File: config.mk
export PLATFORM = sky130hd
export DESIGN_NAME = ps2_key_event_rx
export DESIGN_NICKNAME = d
export VERILOG_FILES = /design/src/rtl/ps2_key_event_rx.sv
export SDC_FILE = /design/constraint.sdc
export NUM_CORES = 1
export LEC_CHECK = 0
export BUFFER_PORTS_ARGS = -buffer_cell sky130_fd_sc_hd__buf_2
export CORE_MARGIN = 3
export CORE_UTILIZATION = 60
export CTS_CLUSTER_DIAMETER = 60
export DETAILED_ROUTE_END_ITERATION = 6
export PLACE_DENSITY = 0.82
export SETUP_SLACK_MARGIN = 0.02
export SYNTH_ARGS = -nofsm -noshare
export SYNTH_HDL_FRONTEND = slang
export SYNTH_SLANG_ARGS = --single-unit
export TNS_END_PERCENT = 1
File: constraint.sdc
create_clock -name i_clk -period 3.6 [get_ports i_clk]
set_clock_uncertainty 0.15 [all_clocks]
set_input_delay 1.08 -clock i_clk [delete_from_list [all_inputs] [get_ports i_clk]]
set_output_delay 1.08 -clock i_clk [all_outputs]
set_load 0.03 [all_outputs]
File: src/rtl/ps2_key_event_rx.sv
// PS/2 keyboard receiver: filters the PS/2 clock, deframes 11-bit frames, folds
// E0/F0 prefixes into key events and queues them in a fall-through FIFO.
module ps2_key_event_rx #(
  parameter int FILTER_LEN  = 8,
  parameter int FIFO_DEPTH  = 4,
  parameter int TIMEOUT_CYC = 200000,
  parameter int EMIT_MAKE   = 0
) (
  input  logic                          i_clk,
  input  logic                          i_rst_n,
  input  logic                          i_ps2c,
  input  logic                          i_ps2d,
  input  logic                          i_rx_en,
  output logic                          o_key_valid,
  input  logic                          i_key_ready,
  output logic [7:0]                    o_key_code,
  output logic                          o_key_ext,
  output logic                          o_key_brk,
  output logic [$clog2(FIFO_DEPTH):0]   o_fifo_level,
  output logic                          o_parity_err,
  output logic                          o_frame_err,
  output logic                          o_overflow
);

  localparam int AW = $clog2(FIFO_DEPTH);
  localparam int LW = AW + 1;
  localparam int TW = $clog2(TIMEOUT_CYC + 1);

  typedef enum logic [1:0] {S_IDLE, S_SHIFT, S_CHECK} state_t;

  logic [FILTER_LEN-1:0] r_samp;
  logic                  r_fclk;
  logic                  r_fall;
  logic                  w_all0;
  logic                  w_all1;

  state_t                r_state;
  state_t                w_next;
  logic [3:0]            r_cnt;
  logic [10:0]           r_shift;
  logic [TW-1:0]         r_idle;
  logic                  w_timeout;
  logic                  r_ext_pend;
  logic                  r_brk_pend;

  logic                  w_in_check;
  logic                  w_bad_frame;
  logic                  w_bad_par;
  logic                  w_byte_ok;
  logic [7:0]            w_byte;
  logic                  w_push;

  logic [9:0]            r_mem [FIFO_DEPTH];
  logic [AW-1:0]         r_wp;
  logic [AW-1:0]         r_rp;
  logic [LW-1:0]         r_level;
  logic                  w_full;
  logic                  w_pop;
  logic                  w_wr;

  assign w_all0 = ~|r_samp;
  assign w_all1 = &r_samp;

  // Filtered clock starts low so a high idle line after reset never yields a fall.
  always_ff @(posedge i_clk or negedge i_rst_n) begin
    if (!i_rst_n) begin
      r_samp <= '0;
      r_fclk <= 1'b0;
      r_fall <= 1'b0;
    end else begin
      r_samp <= {r_samp[FILTER_LEN-2:0], i_ps2c};
      r_fall <= r_fclk & w_all0;
      if (w_all1)
        r_fclk <= 1'b1;
      else if (w_all0)
        r_fclk <= 1'b0;
    end
  end

  always_comb begin
    w_next    = r_state;
    w_timeout = 1'b0;
    case (r_state)
      S_IDLE:  if (r_fall && i_rx_en) w_next = S_SHIFT;
      S_SHIFT: begin
        if (r_fall && r_cnt == 4'd0) begin
          w_next = S_CHECK;
        end else if (!r_fall && r_idle == TW'(TIMEOUT_CYC - 1)) begin
          w_next    = S_IDLE;
          w_timeout = 1'b1;
        end
      end
      S_CHECK: w_next = S_IDLE;
      default: w_next = S_IDLE;
    endcase
  end

  // Frame register: start bit lands in [0], data [8:1], parity [9], stop [10].
  always_ff @(posedge i_clk or negedge i_rst_n) begin
    if (!i_rst_n) begin
      r_state <= S_IDLE;
      r_cnt   <= 4'd0;
      r_shift <= '0;
      r_idle  <= '0;
    end else begin
      r_state <= w_next;
      case (r_state)
        S_IDLE: begin
          if (r_fall && i_rx_en) begin
            r_shift <= {i_ps2d, r_shift[10:1]};
            r_cnt   <= 4'd9;
            r_idle  <= '0;
          end
        end
        S_SHIFT: begin
          if (r_fall) begin
            r_shift <= {i_ps2d, r_shift[10:1]};
            r_idle  <= '0;
            if (r_cnt != 4'd0)
              r_cnt <= r_cnt - 4'd1;
          end else begin
            r_idle <= r_idle + TW'(1);
          end
        end
        default: ;
      endcase
    end
  end

  assign w_in_check   = (r_state == S_CHECK);
  assign w_bad_frame  = w_in_check & (r_shift[0] | ~r_shift[10]);
  assign w_bad_par    = w_in_check & ~w_bad_frame & ~(^r_shift[9:1]);
  assign w_byte_ok    = w_in_check & ~w_bad_frame & ~w_bad_par;
  assign w_byte       = r_shift[8:1];
  assign w_push       = w_byte_ok && w_byte != 8'hE0 && w_byte != 8'hF0 &&
                        (r_brk_pend || EMIT_MAKE != 0);
  assign o_frame_err  = w_bad_frame | w_timeout;
  assign o_parity_err = w_bad_par;

  always_ff @(posedge i_clk or negedge i_rst_n) begin
    if (!i_rst_n) begin
      r_ext_pend <= 1'b0;
      r_brk_pend <= 1'b0;
    end else if (o_frame_err || o_parity_err) begin
      r_ext_pend <= 1'b0;
      r_brk_pend <= 1'b0;
    end else if (w_byte_ok) begin
      if (w_byte == 8'hE0) begin
        r_ext_pend <= 1'b1;
      end else if (w_byte == 8'hF0) begin
        r_brk_pend <= 1'b1;
      end else begin
        r_ext_pend <= 1'b0;
        r_brk_pend <= 1'b0;
      end
    end
  end

  assign o_key_valid  = (r_level != '0);
  assign w_pop        = o_key_valid & i_key_ready;
  assign w_full       = (r_level == LW'(FIFO_DEPTH));
  assign w_wr         = w_push & (~w_full | w_pop);
  assign o_overflow   = w_push & w_full & ~w_pop;
  assign o_fifo_level = r_level;
  assign o_key_code   = o_key_valid ? r_mem[r_rp][7:0] : 8'h00;
  assign o_key_brk    = o_key_valid & r_mem[r_rp][8];
  assign o_key_ext    = o_key_valid & r_mem[r_rp][9];

  // A push into a full FIFO is still accepted when the head leaves in the same cycle.
  always_ff @(posedge i_clk or negedge i_rst_n) begin
    if (!i_rst_n) begin
      for (int i = 0; i < FIFO_DEPTH; i++)
        r_mem[i] <= '0;
      r_wp    <= '0;
      r_rp    <= '0;
      r_level <= '0;
    end else begin
      if (w_wr) begin
        r_mem[r_wp] <= {r_ext_pend, r_brk_pend, w_byte};
        r_wp        <= r_wp + AW'(1);
      end
      if (w_pop)
        r_rp <= r_rp + AW'(1);
      case ({w_wr, w_pop})
        2'b10:   r_level <= r_level + LW'(1);
        2'b01:   r_level <= r_level - LW'(1);
        default: ;
      endcase
    end
  end

endmodule
### Word level (Yosys, flattened, before mapping)

Cells that the tools add are included.

| word-level totals | value |
|---|---|
| register bits after elaboration | 94 |
| word-level logic and storage cells | 125 |
| output and inout bits | 17 |

| operators by class | value |
|---|---|
| equal/unequal tests | 17 |
| reductions and logical operators | 26 |
| add/subtract/negate cells | 6 |
| bitwise gates (word level) | 22 |
| mux-type cells | 35 |
| magnitude comparators | 3 |

Operators by type and width:

| kind | count |
|---|---|
| $bwmux W40 | 1 |
| $mux W18 | 2 |
| $pmux W18 S2 | 1 |
| $mux W10 | 3 |
| $mux W11 | 2 |
| $pmux W11 S2 | 1 |
| $bmux W10 S2 | 1 |
| $demux W10 S2 | 1 |
| $add A18 B1 Y18 const B | 1 |
| $eq A18 B18 Y1 const B | 1 |
| $eq A8 B8 Y1 const B | 2 |
| $ne A8 B8 Y1 const B | 2 |
| $mux W1 | 13 |
| $mux W4 | 3 |
| $and A1 B1 Y1 | 11 |
| $ne A2 B2 Y1 const B | 5 |
| $reduce_xor A9 Y1 | 1 |
| $mux W8 | 1 |
| $pmux W4 S2 | 1 |
| $reduce_and A2 Y1 | 4 |
| $reduce_and A8 Y1 | 1 |
| $reduce_or A8 Y1 | 1 |
| $logic_and A1 B1 Y1 | 7 |
| $ge A3 B3 Y1 const B | 2 |
| other kinds (24) | 41 |

### Longest topological paths before layout

| depth | value |
|---|---|
| depth in word-level cells | 14 |
| gate-level depth with buffers | 11 |

### Worst setup path before layout

No wires, ideal clock.

| timing | value |
|---|---|
| path kind | reg-to-output |
| start point | register r_shift[3] |
| end point | output o_overflow |
| stages on the path, launching flop included | 7 |
| setup slack | 287 ps |
| arrival | 2,083 ps |
| path through | dfrtp_1 -> inv_1 -> ha_1 -> xnor3_2 -> xnor2_4 -> or2_2 -> nor2_1 |

| on the way | value |
|---|---|
| word-level cells in the longest chain between the ends | 10 |
| elaborated cells between the ends (all ways) | 12 |

RTL lines:

| what | line | text |
|---|---|---|
| start, declared | 40 | `logic [10:0] r_shift;` |
| start signal, assigned | 110 | `r_shift <= {i_ps2d, r_shift[10:1]};` |
| start signal, assigned | 117 | `r_shift <= {i_ps2d, r_shift[10:1]};` |
| $reduce_xor A9 Y1 | 132 | `assign w_bad_par = w_in_check & ~w_bad_frame & ~(^r_shift[9:1]);` |
| $not A1 Y1 | 132 |  |
| $and A1 B1 Y1 | 132 |  |
| $not A1 Y1 | 133 | `assign w_byte_ok = w_in_check & ~w_bad_frame & ~w_bad_par;` |
| $and A1 B1 Y1 | 133 |  |
| $logic_and A1 B1 Y1 | 135 | `assign w_push = w_byte_ok && w_byte != 8'hE0 && w_byte != 8'hF0 &&` |
| $logic_and A1 B1 Y1 (*) (2 in series) | 135 |  |
| $and A1 B1 Y1 (*) (2 in series) | 163 | `assign o_overflow = w_push & w_full & ~w_pop;` |
| end, declared | 22 | `output logic o_overflow` |

Every way passes the cells marked *; elsewhere a longest branch is shown, timed or not.

### Worst setup path after layout

| timing | value |
|---|---|
| start point | register r_shift[7] |
| end point | output o_overflow |

The elaborated chain is that of the path after synthesis.

==> impl_metrics.tcl <==
set metrics [dict create \
    holdWs_ps 265.1 \
    worstPathRequired_ps 2370 \
    leakage_uw 0.002406 \
    drive_gt1_share_pct 29.49 \
    die_h_um 93.54 \
    synthAdderAreaFrac_pct 3.429 \
    r2r_cells 11 \
    vdd_drop_max_mv 0.2343 \
    core_um2 7331 \
    crit_buf_inv 1 \
    comb_power_share_pct 13.8 \
    intPower_uw 1561 \
    power_switching_share_pct 27.66 \
    ioPinCount 23 \
    grt_overflow 0 \
    drtIter0Drc 130 \
    gp_congestion 0.7699 \
    hold_depth 0 \
    clock_path_buffers 2 \
    relSlewSlack_pct 51.39 \
    portBuffers 22 \
    power_frac_seq_pct 54.7 \
    drtPass1Iterations 4 \
    path_cells "ha_1 > xnor3_2 > xnor2_4 > or2_4 > nor2_2 > buf_4" \
    grt_pass1_wl_mm 13.89 \
    fin_crit_sh_pct 97.54 \
    critPathMaxFanout 6 \
    hpwlAfterDp_mm 5.687 \
    nNetsFinal 404 \
    drc 0 \
    ys_types 51 \
    avgSynthCellArea_um2 12.99 \
    power.switching_uw 596.7 \
    hold_violations 0 \
    wl_mm 8.418 \
    dp_cells 467 \
    synth_top_family_by_area "multiplexers" \
    rsz0062_at_grt "yes" \
    vias 2741 \
    slowest_stage "xnor3_2" \
    status "finished, final reports clean" \
    drv_cap 0 \
    syn_inst 354 \
    pwr-share-clk_pct 31.5 \
    muxShareOfSynthArea_pct 18.80 \
    area_growth_pct 9.088 \
    detailedPlace.worstSlack_ps 297.6 \
    ant_nets 0 \
    yosys_warnings 0 \
    power.density_nw_per_um2 430.1 \
    die_x_um 93.54 \
    numCtsBuffers 9 \
    clock_sinks 94 \
    setup_ws_ps 88.66 \
    diodes 0 \
    synth_compound_area_share_pct 3.347 \
    ys_ff_latch 94 \
    crit_arrival_ps 2280 \
    cp.depth 6 \
    synth_edf_count 0 \
    worst_pin_slew_ps 727.3 \
    grt_pass1_vias 2830 \
    setup_violations 0 \
    finalSetupTns_ps 0 \
    cts_tree "built" \
    antenna_found_initial 0 \
    die_area_um2 8750 \
    insertion_delay_ps 350 \
    synth_simple_gate_area_share_pct 14.56 \
    fmax_mhz 284.8 \
    synth_xor_area_share_pct 5.469 \
    syn_area_um2 4598 \
    grt_usage_pct 20.63 \
    grt_max_degree 55 \
    crit_family "XOR/XNOR gates" \
    crit_path_start_kind "register" \
    clk_pin_slew_ps 80 \
    crit_type "register to primary output" \
    cpPeakStageDelay_ps 460 \
    drv_slew 0 \
    start_util_pct 62.72 \
    h-tree-depth 3 \
    period_needed_ps 3511 \
    stdcell_count 489 \
    synth_fp_nets 372 \
    root_buffer "clkbuf_8" \
    yosysSeqAreaShare_pct 51.16 \
    async_flop_share_pct 100.0 \
    avgViaCountPerCell 5.605 \
    synth-main-ff-cell "dfrtp_1" \
    hold_path_class "register to register" \
    routedWlPerCell_um 17.21 \
    rows 31 \
    worstSetupEndpointType "primary output" \
]
==> Yosys cell counts (all sizes together) (2+ instances only) <==
cell type	n	share of area, %
nor3	5	0.54
o21ai	13	1.4
nand2	21	1.7
nand4	6	0.82
buf	8	2.2
or2	5	0.68
nand2b	3	0.41
clkbuf	4	0.33
dfrtp	94	51
nor3b	2	0.57
nand3	13	1.4
nor4	3	0.41
nor2	28	2.3
a21oi	7	0.76
and3	7	0.95
xnor2	7	1.7
nor4b	2	0.52
and2	15	2.3
mux4	10	4.9
nand3b	3	0.49
mux2	43	13
xor2	16	3.2
ha	11	3.0
nand4b	2	0.38
nor2b	2	0.27
mux2i	2	0.44
inv	9	0.73
==> worst register-to-register path, cell delays in order, from the launching register on <==
cell	delay, ps
dfrtp_2	450
ha_1	300
xnor3_2	460
xnor2_4	200
buf_4	150
nor2_1	110
nor2_1	70
fa_1	420
nand2b_1	120
nor3_1	50
a31oi_1	160
o211ai_1	100
==> layout by cell type (no fill, tap or decap), drive strengths merged, types with 9 or more instances in the layout <==
cell / n
buf: 33
inv: 9
mux4: 10
xor2: 16
clkbuf: 11
dfrtp: 94
and2: 15
o21ai: 13
nand2: 21
nor2: 28
mux2: 43
ha: 11
nand3: 13
==> cells by family (layout without fill, tap and decap cells) <==
kind of cell / after synthesis / in the layout
fa+ha+maj: 12 / 12
flops: 94 / 94
buf+inv: 21 / 57
mux: 55 / 55
simple gates: 122 / 122
xor+xnor: 24 / 24
compound gates: 26 / 26
==> state kept, by name (all words and copies together), names as in the netlist <==
signal        flops
r_fclk            1
r_mem            40
r_shift          11
r_fall            1
r_samp            8
r_ext_pend        1
r_state           2
r_cnt             4
r_brk_pend        1
r_wp              2
o_fifo_level      3
r_rp              2
r_idle           18
==> stage by stage <==
stage	power [uW]	util, %	cell area, um2
3_3_place_gp	1486	64.96	4762
6_report	2157	68.42	5016
2_1_floorplan	1396	-	4598
4_1_cts	2173	67.76	4967
5_1_grt	2251	68.42	5016
3_5_place_dp	1498	64.96	4762
==> timing repair <==
item	CTS	global route
endpoints found under the setup margin	2	1
cloned	0	0
setup buffers	2	5
resized for setup	1	7
hold buffers	0	0
pin swaps	0	2
==> power by group through the flow <==
stage	clock network (uW)	logic [uW]	registers, uW
4_1_cts	694	299	1180
3_3_place_gp	0	288	1200
6_report	680	297	1180
5_1_grt	728	332	1190
2_1_floorplan	0	208	1190
3_5_place_dp	0	297	1200
==> worst paths after layout <==
path	from	end	slack, ps
min in group asynchronous	i_rst_n	r_mem[30]$_DFFE_PN0P_	550
min reg2reg	r_samp[2]$_DFF_PN0_	r_samp[3]$_DFF_PN0_	270
max reg2reg	r_shift[7]$_DFFE_PN0P_	o_fifo_level[2]$_DFFE_PN0P_	740
min	r_samp[2]$_DFF_PN0_	r_samp[3]$_DFF_PN0_	270
max in group asynchronous	i_rst_n	r_shift[5]$_DFFE_PN0P_	2070
max	r_shift[7]$_DFFE_PN0P_	o_overflow	90
==> cell type report <==
cell class	instances	area, um2
Sequential cell	94	2357
Fill cell	519	2315
Multi-Input combinational cell	239	2102
Timing Repair Buffer	33	210.2
Clock buffer	11	141.4
Tap cell	99	123.9
Clock inverter	4	47.55
Inverter	9	33.78
==> layer usage <==
metal	global-route usage [%]	wire (um)	vias up
met4	4.934	89	0
met3	5.229	278	11
met2	33.83	4126	44
met5	0	0	-
met1	27.88	3923	1389
li1	-	-	1297
(Power assumes the default switching activity.)
